[src/rtl/sr_reg_bank.sv]
// sr_reg_bank: bank of N independent, clocked SR channels with active-low requests.
//
// Parameters
//   N     number of channels (1..32)
//   MODE  action when both requests are active: 0 reset, 1 set, 2 hold, 3 toggle
//   CNTW  width of the saturating conflict-cycle counter (2..16)
//
// Ports
//   CLK       single clock, all state updates on the rising edge
//   RST       synchronous active-high reset
//   EN        update enable; low freezes Q, CONF and CONF_CNT
//   nS, nR    per-channel set / reset requests, active-low
//   CLR_CONF  clears sticky conflict flags and counter (independent of EN)
//   Q, nQ     registered channel state and its complement
//   CONF      sticky per-channel conflict flags
//   CONF_CNT  saturating count of cycles with at least one conflict
//   CHG       high for the cycle following an edge at which Q changed
module sr_reg_bank #(
    parameter int unsigned N    = 8,
    parameter int unsigned MODE = 0,
    parameter int unsigned CNTW = 8
) (
    input  logic            CLK,
    input  logic            RST,
    input  logic            EN,
    input  logic [N-1:0]    nS,
    input  logic [N-1:0]    nR,
    input  logic            CLR_CONF,
    output logic [N-1:0]    Q,
    output logic [N-1:0]    nQ,
    output logic [N-1:0]    CONF,
    output logic [CNTW-1:0] CONF_CNT,
    output logic            CHG
);

    localparam logic [CNTW-1:0] CntMax = {CNTW{1'b1}};

    logic [N-1:0]    q_d, q_q;
    logic [N-1:0]    conf_d, conf_q;
    logic [CNTW-1:0] cnt_d, cnt_q;
    logic            chg_d, chg_q;

    logic [N-1:0]    conflict;
    logic            any_conflict;

    // Only samples taken while enabled count as conflicts.
    assign conflict     = EN ? (~nS & ~nR) : '0;
    assign any_conflict = |conflict;

    always_comb begin
        q_d = q_q;
        if (EN) begin
            for (int i = 0; i < N; i++) begin
                unique case ({nS[i], nR[i]})
                    2'b11: q_d[i] = q_q[i];
                    2'b01: q_d[i] = 1'b1;
                    2'b10: q_d[i] = 1'b0;
                    default: begin
                        if (MODE == 0)      q_d[i] = 1'b0;
                        else if (MODE == 1) q_d[i] = 1'b1;
                        else if (MODE == 3) q_d[i] = ~q_q[i];
                        else                q_d[i] = q_q[i];
                    end
                endcase
            end
        end
    end

    // A conflict sampled on the clearing edge survives the clear.
    always_comb begin
        conf_d = (CLR_CONF ? '0 : conf_q) | conflict;
    end

    always_comb begin
        cnt_d = cnt_q;
        if (CLR_CONF) begin
            cnt_d = any_conflict ? CNTW'(1) : '0;
        end else if (any_conflict && (cnt_q != CntMax)) begin
            cnt_d = cnt_q + CNTW'(1);
        end
    end

    always_comb begin
        chg_d = (q_d != q_q);
    end

    always_ff @(posedge CLK) begin
        if (RST) begin
            q_q    <= '0;
            conf_q <= '0;
            cnt_q  <= '0;
            chg_q  <= 1'b0;
        end else begin
            q_q    <= q_d;
            conf_q <= conf_d;
            cnt_q  <= cnt_d;
            chg_q  <= chg_d;
        end
    end

    // Complement is derived from the single state register so Q and nQ can never agree.
    assign Q        = q_q;
    assign nQ       = ~q_q;
    assign CONF     = conf_q;
    assign CONF_CNT = cnt_q;
    assign CHG      = chg_q;

endmodule
[config.mk]
export PLATFORM = sky130hd
export DESIGN_NAME = sr_reg_bank
export DESIGN_NICKNAME = d
export VERILOG_FILES = /design/src/rtl/sr_reg_bank.sv
export SDC_FILE = /design/constraint.sdc
export NUM_CORES = 1
export LEC_CHECK = 0
export ABC_AREA = 1
export CORE_MARGIN = 5
export CORE_UTILIZATION = 40
export CTS_BUF_LIST = sky130_fd_sc_hd__clkbuf_4 sky130_fd_sc_hd__clkbuf_8
export DETAILED_ROUTE_END_ITERATION = 16
export HOLD_SLACK_MARGIN = 0.05
export PLACE_DENSITY = 0.79
export SETUP_SLACK_MARGIN = 0.2
export SLEW_MARGIN = 0
export SYNTH_ARGS = -nofsm -noshare
export SYNTH_HDL_FRONTEND = slang
export SYNTH_SLANG_ARGS = --single-unit
export TNS_END_PERCENT = 30
[constraint.sdc]
create_clock -name CLK -period 1.4 [get_ports CLK]
set_input_delay 0.28 -clock CLK [delete_from_list [all_inputs] [get_ports CLK]]
set_output_delay 0.28 -clock CLK [all_outputs]
set_load 0.005 [all_outputs]
* Word level (Yosys, flattened, before mapping) *
Index checks and enable logic that the tools add are counted.

word-level totals
  flip-flop bits (word level) = 25
  bits of input ports = 20
  output and inout port bits = 33
  word-level logic and storage cells = 45

cells by class
  add/sub/neg operators = 1
  equal/unequal tests = 18
  muxes and demuxes = 14
  bitwise operators = 5
  reductions and logical operators = 3

operators with widths
  kind                                           number
  2-to-1 mux 8 bit                               5
  NOT 8 bit                                      3
  == test 2 x 1 -> 1 bit, second input constant  8
  == test 2 bit, second input constant           8
  one-hot mux 1 bit (2 select lines)             8
  adder 8 x 1 -> 8 bit, second input constant    1
  AND 8 bit                                      1
  inequality test 8 bit                          1
  inequality test 8 bit, second input constant   1
  OR 8 bit                                       1
  OR reduction 8 bit                             1
  nonzero test 2 bit                             1
  logical AND 1 bit                              1
  2-to-1 mux 1 bit                               1

* Logic depth before layout (Yosys ltp) *
Gate-level depths: netlist of run 1.

  depth in word-level cells = 7
  depth in mapped cells = 10
  mapped depth without buffers = 10

* Worst setup path after synthesis of run 1 *
No wires, ideal clock.

  path type = register -> register
  start point = register cnt_q[0], in the netlist CONF_CNT[0]
  end point = register cnt_q[4], in the netlist CONF_CNT[4]
  library setup time = 0.113 ns
  arrival time = 1.252 ns
  data required time = 1.287 ns
  slack = 0.035 ns
  stages on the path, launching flop included = 9
  buffers on the path = 0
  clock period less this slack = 1.365 ns
  path through = dfxtp_1 -> ha_1 -> nand2_1 -> nor2_1 -> nand2_1 -> nand3_2 -> nand2_1 -> nand2_1 -> nor2_1

between the ends
  longest elaborated chain between the ends = 3
  elaborated cells on any way between the ends = 6
  those cells by class = 1 x add/sub; 1 x eq/ne; 2 x mux; 2 x reduce/logical

ends and longest elaborated chain
  what                                                                  RTL line  RTL
  start, declared                                                       40        logic [CNTW-1:0] cnt_d, cnt_q;
  start signal, assigned                                                96        cnt_q <= cnt_d;
  adder 8 x 1 -> 8 bit / inequality test 8 bit (equally long branches)  79, 78
  2-to-1 mux 8 bit / logical AND 1 bit (equally long branches)          78        end else if (any_conflict && (cnt_q != CntMax)) begin
  2-to-1 mux 8 bit / nonzero test 2 bit (equally long branches)         -

Several ways; a longest one is shown, not always the timed one. The select of a mux whose other input is x is not followed.
A chain may end at the register's enable or synchronous reset.

* Worst setup path after layout of run 1 *
  start point = register cnt_q[0], in the netlist CONF_CNT[0]
  end point = output CONF_CNT[0]

RTL lines
  what           RTL line  RTL
  end, declared  32        output logic [CNTW-1:0] CONF_CNT,

No word-level cell between the ends.

==> results.sh, run 1 <==
export IMPL_cp_arrival_ns=0.99
export IMPL_synth_common_cells="45 x nand2_1, 28 x nor2_1, 26 x inv_1"
export IMPL_coreArea_sq_um=3080
export IMPL_clockBufferDepth=2
export IMPL_grt_util_met2_pct=37.4
export IMPL_cts_made_buffers=3
export IMPL_ctsHtreeMaxLevel=1
export IMPL_place_gp_congestion=0.850
export IMPL_cp_start_kind="register"
export IMPL_track_usage_pct=20.4
export IMPL_use_met3_pct=4.22
export IMPL_crit_type="register to output port"
export IMPL_rows=20
export IMPL_area_growth_pct=80.5
export IMPL_peakVddDrop_uv=334
export IMPL_slowest_stage="dfxtp_2"
export IMPL_fin_crit_sh_pct=90.5
export IMPL_die_x_microns=66.8
export IMPL_synth_cell_types=22
export IMPL_crit_chain="buf_4, clkdlybuf4s15_1"
export IMPL_timing_hold_ws_ns=0.387
export IMPL_drc=0
export IMPL_dp_hpwl_mm=2.80
export IMPL_tightest_slew_ns=0.241
export IMPL_slew_headroom_pct=83.7
export IMPL_cap_violations=0
export IMPL_post_drt_wl_per_cell_microns=12.4
export IMPL_final_hold_viol_count=0
export IMPL_diodes=0
export IMPL_drt_iter0_drc=85
export IMPL_gr_max_usage_layer="met2"
export IMPL_outcome="completed"
export IMPL_yosysSeqAreaShare_pct=38.8
export IMPL_drv_slew=0
export IMPL_synth_edff_count=0
export IMPL_synth_seq_cells=25
export IMPL_clock_skew_ns=0.00564
export IMPL_cp_max_fo=2
export IMPL_synthesis_area_sq_um=1290
export IMPL_start_util_pct=41.9
export IMPL_p_leak_nw=1.16
export IMPL_synth_fp_nets=210
export IMPL_setup_tns_ns=0
export IMPL_grt_pass1_vias=1676
export IMPL_die_h_microns=66.8
export IMPL_yosysTopAreaCell="dfxtp_1"
export IMPL_powerDensity_nw_per_um2=671
export IMPL_worstHoldPathType="primary input to register"
export IMPL_clkLatencyLatePin_ns=0.32
export IMPL_met1_usage_pct=23.0
export IMPL_drive_above_1_share_pct=43.2
export IMPL_cts_hold_buf=0
export IMPL_fmax_ghz=0.789
export IMPL_floorplan_die_area_sq_um=4460
export IMPL_cts_root_buf="clkbuf_4"
export IMPL_yosys_area_top_type_share_pct=38.8
export IMPL_cts_sinks=25
export IMPL_nets=309
export IMPL_cp_end_kind="output port"
export IMPL_drt_total_wl_mm=4.11
export IMPL_cts_reportedPaths_clkPinSlew_ns=0.14
export IMPL_cts_tree="built"
export IMPL_antenna_found_initial=0
export IMPL_yosysMostFrequentCell="nand2_1"
export IMPL_synth_flop_cell="dfxtp_1"
export IMPL_rsz0062_at_grt="true"
export IMPL_ios=53
export IMPL_setup_viol=0
export IMPL_detail_route_antenna_nets=0
export IMPL_dr_total_vias=1574
export IMPL_vias_per_cell=4.76
export IMPL_syn_inst=189
export IMPL_grt_pass1_wl_mm=7.07
export IMPL_finalCriticalPeriod_ns=1.27
export IMPL_grt_max_degree=14
export IMPL_gr_total_overflow=0
export IMPL_dr_pass1_iters=4
export IMPL_io_buffers=52
export IMPL_synthTopCellsByArea="dfxtp_1 39%, nand2_1 13%, nor2_1 8.2%, inv_1 7.6%, o21ai_1 5.0%"
export IMPL_yosys_warnings=0
export IMPL_max_stage_delay_ns=0.35
export IMPL_syn_avg_cell_area_sq_um=6.82
export IMPL_required_ns=1.12
export IMPL_async_flop_share_pct=0
registers in the layout, indices dropped and copies added, names as in the netlist:
| name | cells |
|---|---|
| CONF | 8 |
| CONF_CNT | 8 |
| Q | 8 |
| CHG | 1 |
cell families (layout without fill, tap and decap cells):
kind of cell / after synthesis / in the layout / synth area share (%)
AOI/OAI and AO/OA: 34 / 34 / 14.4
adders and majority gates: 1 / 1 / 0.971
buffers and inverters: 32 / 130 / 9.71
DFF: 25 / 25 / 38.8
and+or+nand+nor: 97 / 97 / 36.1
metal layers:
metal  part of all wire [%]  routed length [microns]
met1                     41                     1680
met2                     50                     2060
met3                    7.2                      295
met4                    1.5                       61
met5                      0                        0
area by class of cell:
| class | count | area, sq um |
|---|---|---|
| Clock buffer | 4 | 30.0 |
| Multi-Input combinational cell | 132 | 759 |
| Inverter | 28 | 115 |
| Sequential cell | 25 | 529 |
| Timing Repair Buffer | 98 | 837 |
| Tap cell | 44 | 55.1 |
| Fill cell | 248 | 752 |
placed cells by master, fill, tap and decap left out, drive strengths merged, types with 3 or more instances in the layout:
cell and instances:
buf 54, nand2 48, nor2 31, inv 28
dfxtp 25, dlygate4sd2 23, o21ai 23, nand3 12
clkdlybuf4s15 11, clkdlybuf4s50 10, a211oi 6, a21oi 5
clkbuf 4, nand3b 3
where the power goes:
group	total (mW)	internal (mW)	leakage (nW)	switching (mW)
registers	0.766	0.747	0.214	0.0191
logic	0.445	0.238	0.928	0.207
clock network	0.349	0.131	0.0184	0.218
total	1.56	1.12	1.16	0.444
worst max-delay path, delay by kind of cell, from the launching register on:
family / cells / cell delay [ns]
flip-flops: 1 / 0.35
buffers and inverters: 2 / 0.31
metrics by stage:
stage | util, % | setup WS [ns] | area (sq um) | instances | power (mW)
after floorplan | - | 0.203 | 1300 | 189 | 0.938
after global placement | 66.6 | -0.291 | 2050 | 307 | 1.16
after detailed placement | 66.6 | -0.348 | 2050 | 307 | 1.17
after CTS | 73.9 | 0.170 | 2270 | 327 | 1.53
after global routing | 75.6 | 0.0382 | 2330 | 331 | 1.65
final | 75.6 | 0.132 | 2330 | 331 | 1.56
path summary, 6_finish.rpt:
check / end / start / cells after the start / slack [ns]
min reg2reg: CONF[6]$_SDFF_PP0_ / CONF[6]$_SDFF_PP0_ / 2 / 0.47
max: CONF_CNT[0] / CONF_CNT[0]$_SDFFE_PP0P_ / 2 / 0.13
max reg2reg: CONF_CNT[4]$_SDFFE_PP0P_ / CONF_CNT[0]$_SDFFE_PP0P_ / 9 / 0.14
min: Q[0]$_SDFF_PP0_ / nS[0] / 3 / 0.39
what timing repair did:
action	CTS	global route
endpoints found under the hold margin	0	0
setup endpoints to repair	42	37
pin swaps	12	9
gates resized for setup	133	9
setup buffers	16	4
Note: power is estimated with default switching activity, not from simulation.
==> inputs of run 2 (changes only) <==
--- a/config.mk
+++ b/config.mk
@@ -7,11 +7,12 @@
 export LEC_CHECK = 0
 export ABC_AREA = 1
 export CORE_MARGIN = 5
-export CORE_UTILIZATION = 40
+export CORE_UTILIZATION = 58
 export CTS_BUF_LIST = sky130_fd_sc_hd__clkbuf_4 sky130_fd_sc_hd__clkbuf_8
 export DETAILED_ROUTE_END_ITERATION = 16
+export DONT_BUFFER_PORTS = 1
 export HOLD_SLACK_MARGIN = 0.05
-export PLACE_DENSITY = 0.79
+export PLACE_DENSITY = 0.77
 export SETUP_SLACK_MARGIN = 0.2
 export SLEW_MARGIN = 0
 export SYNTH_ARGS = -nofsm -noshare
==> run 2 against run 1 <==
Compared with the run above: combinational power decreased by 56%; sequential share of layout area rose by 13 points; core utilization down 8.4 points; critical path depth is 6 higher; critical endpoint is now CONF_CNT[7]$_SDFFE_PP0P_; power shrank 17%; first-iteration DRC count decreased by 45%; highest routed layer unchanged; final area fell by 37%; non-clock buffer count is 93 lower; clock-buffer cell count unchanged; setup slack improved by 0.045 ns; global-route usage decreased by 1.3 points.
==> results.sh, run 2 (synthesis gave the netlist of run 1 again) <==
export IMPL_outcome="completed"
export IMPL_setup_tns_ns=0
export IMPL_required_ns=1.62
export IMPL_detail_route_antenna_nets=0
export IMPL_gr_total_overflow=0
export IMPL_cp_end_kind="register"
export IMPL_cts_root_buf="clkbuf_4"
export IMPL_cap_violations=0
export IMPL_final_hold_viol_count=0
export IMPL_die_h_microns=57.1
export IMPL_fin_crit_sh_pct=87.3
export IMPL_cts_reportedPaths_clkPinSlew_ns=0.13
export IMPL_place_gp_congestion=0.893
export IMPL_crit_type="register to register"
export IMPL_clkLatencyLatePin_ns=0.30
export IMPL_multi_input_area_sq_um=731
export IMPL_clock_skew_ns=0.00226
export IMPL_dp_hpwl_mm=2.36
export IMPL_p_leak_nw=0.665
export IMPL_seq_area_sq_um=514
export IMPL_diodes=0
export IMPL_slew_headroom_pct=67.9
export IMPL_drt_total_wl_mm=3.16
export IMPL_drt_iter0_drc=47
export IMPL_drc=0
export IMPL_cp_start_kind="register"
export IMPL_drv_slew=0
export IMPL_coreArea_sq_um=2170
export IMPL_track_usage_pct=19.1
export IMPL_cts_sinks=25
export IMPL_floorplan_die_area_sq_um=3260
export IMPL_start_util_pct=59.4
export IMPL_fill_cells=197
export IMPL_drive_above_1_share_pct=18.0
export IMPL_grt_pass1_vias=1203
export IMPL_grt_max_degree=16
export IMPL_setup_slack_ns=0.178
export IMPL_max_stage_delay_ns=0.40
export IMPL_fmax_ghz=0.818
export IMPL_tightest_slew_ns=0.479
export IMPL_final_common_cell="nand2_1"
export IMPL_dr_pass1_iters=6
export IMPL_cts_made_buffers=3
export IMPL_dp_slack_ns=0.0411
export IMPL_slowest_stage="dfxtp_4"
export IMPL_die_x_microns=57.1
export IMPL_final_cell_mix="40 x nand2_1, 27 x nor2_1, 26 x inv_1"
export IMPL_setup_viol=0
export IMPL_cts_tree="built"
export IMPL_ios=53
export IMPL_rsz0062_at_grt="true"
export IMPL_placed_cells=214
export IMPL_grt_pass1_wl_mm=5.05
export IMPL_ctsHtreeMaxLevel=1
export IMPL_powerDensity_nw_per_um2=891
export IMPL_dr_total_vias=1210
export IMPL_peakVddDrop_uv=653
export IMPL_nets=216
export IMPL_vias_per_cell=5.45
export IMPL_finalCriticalPeriod_ns=1.22
export IMPL_post_drt_wl_per_cell_microns=14.2
export IMPL_io_buffers=0
export IMPL_cp_arrival_ns=1.44
export IMPL_clockBufferDepth=2
export IMPL_crit_chain="ha_4, nand2_4, nor2_4, nand2_4, nand3_2, nand2_1, nand2_1, nor2_1"
export IMPL_final_cells=222
export IMPL_area_growth_pct=13.1
export IMPL_rows=17
export IMPL_antenna_found_initial=0
export IMPL_cp_max_fo=7
export IMPL_post_route_util_pct=67.2
export IMPL_worstHoldPathType="primary input to register"
-- run 2: cell types whose count changed in the layout (fill, tap and decap cells not counted), moves of 11 or more --
cell / previous run / this run
buf_4: 42 / 3
dlygate4sd2_1: 23 / 0
dfxtp_2: 23 / 2
dfxtp_1: 2 / 20
clkdlybuf4s15_1: 11 / 0
-- run 2: routing by layer --
metal / vias up / track usage (%) / share of wire [%]
met4: 0 / 5.30 / 0.57
li1: 611 / - / -
met2: 50 / 34.7 / 52
met1: 543 / 21.3 / 39
met3: 6 / 5.88 / 8.5
met5: - / 0 / 0
-- run 2: worst max-delay path, delay by kind of cell, from the launching register on --
kind	cells	cell delay (ns)
adders and majority gates	1	0.15
and+or+nand+nor	7	0.59
DFF	1	0.40
-- run 2: timing repair --
item,CTS,global route
hold endpoints to repair,10,4
buffers inserted,1,1
setup endpoints to repair,7,9
hold buffers,1,1
gates resized for setup,13,6
pin swaps,4,4
cloned,0,0
-- run 2: power by group --
group	switching (mW)	total [mW]	internal, mW
combinational	0.123	0.198	0.0747
clock	0.199	0.330	0.130
sequential	0.0303	0.771	0.741
total	0.352	1.30	0.946
-- run 2: path summary, 6_finish.rpt --
path | startpoint | endpoint | slack (ns) | cells after the start
hold reg to reg | CONF[6]$_SDFF_PP0_ | CONF[6]$_SDFF_PP0_ | 0.50 | 2
setup / recovery | CONF_CNT[0]$_SDFFE_PP0P_ | CONF_CNT[7]$_SDFFE_PP0P_ | 0.18 | 8
setup reg to reg | CONF_CNT[0]$_SDFFE_PP0P_ | CONF_CNT[7]$_SDFFE_PP0P_ | 0.18 | 8
hold / removal | RST | CONF[2]$_SDFF_PP0_ | 0.07 | 1
-- run 2: area by class of cell --
cell class,instances,area share [%]
tap,28,2.40
multi-input combinational,132,50.1
sequential,25,35.3
clock buffer,4,2.06
timing repair buffer,5,2.92
inverter,28,7.21
-- run 2: stage by stage --
stage	hold slack, ns	area [sq um]	total power, mW
after global routing	0.0609	1460	1.38
after detailed placement	0.349	1320	0.964
after floorplan	0.451	1300	0.938
after global placement	0.345	1320	0.955
after CTS	0.0558	1420	1.30
final	0.0680	1460	1.30
==> inputs of run 3 (changes only) <==
--- a/config.mk
+++ b/config.mk
@@ -11,9 +11,10 @@
 export CTS_BUF_LIST = sky130_fd_sc_hd__clkbuf_4 sky130_fd_sc_hd__clkbuf_8
 export DETAILED_ROUTE_END_ITERATION = 16
 export DONT_BUFFER_PORTS = 1
-export HOLD_SLACK_MARGIN = 0.05
+export HOLD_SLACK_MARGIN = 0.06
 export PLACE_DENSITY = 0.77
 export SETUP_SLACK_MARGIN = 0.2
+export SKIP_LAST_GASP = 1
 export SLEW_MARGIN = 0
 export SYNTH_ARGS = -nofsm -noshare
 export SYNTH_HDL_FRONTEND = slang
==> run 3 against run 2 <==
Compared with the run above: core utilization is the same; sequential cell count unchanged; fmax down 0.49%; via count fell by 0.33%; die area did not move; clock power hardly changed; first-iteration DRC count is 8.5% lower; worst hold slack barely moved; wire length grew 1.2%; combinational power is essentially flat; largest cell class unchanged.
==> results.sh, run 3 (synthesis gave the netlist of run 1 again) <==
export IMPL_cts_tree="built"
export IMPL_vias_per_cell=5.43
export IMPL_final_common_cell="nand2_1"
export IMPL_drt_total_wl_mm=3.20
export IMPL_placed_area_sq_um=1320
export IMPL_cp_start_kind="register"
export IMPL_drt_iter0_drc=43
export IMPL_worst_path_stages=8
export IMPL_fin_crit_sh_pct=87.7
export IMPL_nets=216
export IMPL_antenna_found_initial=0
export IMPL_io_buffers=0
export IMPL_dr_pass1_iters=4
export IMPL_setup_slack_ns=0.172
export IMPL_p_leak_nw=0.665
export IMPL_r2r_start="CONF_CNT[0]$_SDFFE_PP0P_"
export IMPL_final_area_sq_um=1460
export IMPL_tightest_slew_ns=0.565
export IMPL_floorplan_die_area_sq_um=3260
export IMPL_drc=0
export IMPL_setup_tns_ns=0
export IMPL_hold_depth=1
export IMPL_crit_family="simple AND/OR/NAND/NOR gates"
export IMPL_die_h_microns=57.1
export IMPL_rows=17
export IMPL_timing_hold_ws_ns=0.0678
export IMPL_grt_pass1_wl_mm=5.06
export IMPL_peakVddDrop_uv=653
export IMPL_diodes=0
export IMPL_detail_route_antenna_nets=0
export IMPL_cts_made_buffers=3
export IMPL_cp_end_kind="register"
export IMPL_dp_hpwl_mm=2.36
export IMPL_cp_arrival_ns=1.45
export IMPL_ios=53
export IMPL_cp_max_fo=7
export IMPL_coreArea_sq_um=2170
export IMPL_dp_slack_ns=0.0411
export IMPL_hold_path_startpoint="RST"
export IMPL_rr_worst_depth=8
export IMPL_rsz0062_at_grt="true"
export IMPL_die_x_microns=57.1
export IMPL_track_usage_pct=19.2
export IMPL_critical_path_buf_inv_count=0
export IMPL_place_gp_congestion=0.893
export IMPL_required_ns=1.62
export IMPL_setup_viol=0
export IMPL_p_total_mw=1.30
export IMPL_clockBufferDepth=2
export IMPL_crit_chain="ha_4, nand2_4, nor2_4, nand2_4, nand3_2, nand2_1, nand2_1, nor2_1"
export IMPL_cts_root_buf="clkbuf_4"
export IMPL_ctsHtreeMaxLevel=1
export IMPL_final_cell_mix="40 x nand2_1, 27 x nor2_1, 26 x inv_1"
export IMPL_cts_reportedPaths_clkPinSlew_ns=0.13
export IMPL_crit_start="CONF_CNT[0]$_SDFFE_PP0P_"
export IMPL_outcome="completed"
export IMPL_finalCriticalPeriod_ns=1.23
export IMPL_start_util_pct=59.4
export IMPL_clkLatencyLatePin_ns=0.30
export IMPL_fmax_ghz=0.814
export IMPL_final_hold_viol_count=0
export IMPL_grt_pass1_vias=1204
export IMPL_grt_max_degree=16
export IMPL_post_drt_wl_per_cell_microns=14.4
export IMPL_drv_slew=0
export IMPL_slowest_stage="dfxtp_4"
export IMPL_slew_headroom_pct=62.2
export IMPL_reg2reg_setup_slack_ns=0.17
export IMPL_max_stage_delay_ns=0.40
export IMPL_clock_skew_ns=0.00134
export IMPL_cap_violations=0
export IMPL_drive_above_1_share_pct=18.0
export IMPL_gr_total_overflow=0
export IMPL_area_growth_pct=13.1
export IMPL_crit_type="register to register"
export IMPL_worstHoldPathType="primary input to register"
export IMPL_dr_total_vias=1206
export IMPL_cts_sinks=25
export IMPL_powerDensity_nw_per_um2=892
==> run 3: cell counts in the layout (fill, tap and decap cells not counted) <==
No cell type changed its count.
==> run 3: worst reg2reg max path, stage by stage, from the launching register on <==
cell,delay (ns)
dfxtp_4,0.40
ha_4,0.15
nand2_4,0.06
nor2_4,0.14
nand2_4,0.12
nand3_2,0.11
nand2_1,0.06
nand2_1,0.06
nor2_1,0.04
==> run 3: per-layer routing <==
metal | part of all wire (%) | wire [microns] | track usage, % | vias to the layer above
li1 | - | - | - | 610
met1 | 40 | 1280 | 21.3 | 543
met2 | 51 | 1640 | 35.1 | 49
met3 | 8.2 | 263 | 5.88 | 4
met4 | 0.44 | 14 | 5.30 | 0
met5 | 0 | 0 | 0 | -
==> run 3: final timing paths <==
check / to
max: CONF_CNT[7]$_SDFFE_PP0P_
max reg2reg: CONF_CNT[7]$_SDFFE_PP0P_
min: CONF[2]$_SDFF_PP0_
min reg2reg: CONF[6]$_SDFF_PP0_
==> run 3: metrics by stage <==
stage / util [%] / instances
after floorplan: - / 189
after global placement: 60.9 / 214
after detailed placement: 60.9 / 214
after CTS: 65.3 / 220
after global routing: 67.2 / 222
final: 67.2 / 222
==> run 3: cell type report <==
type                    count  area [sq um]
repair buffers              5          42.5
inverters                  28           105
multi-input cells         132           731
well taps                  28          35.0
clock buffers               4          30.0
flip-flops and latches     25           514
fillers                   197           712
==> run 3: repair_timing <==
item,in CTS,in global routing
hold buffers,1,1
setup endpoints to repair,7,9
pin swaps,4,4
resized for setup,13,6
setup buffers,1,1
hold endpoints to repair,13,1
==> run 3: report_power, final <==
group          switching (mW)  total, mW  internal [mW]
clock                   0.200      0.331          0.130
sequential             0.0304      0.771          0.741
combinational           0.124      0.198         0.0746
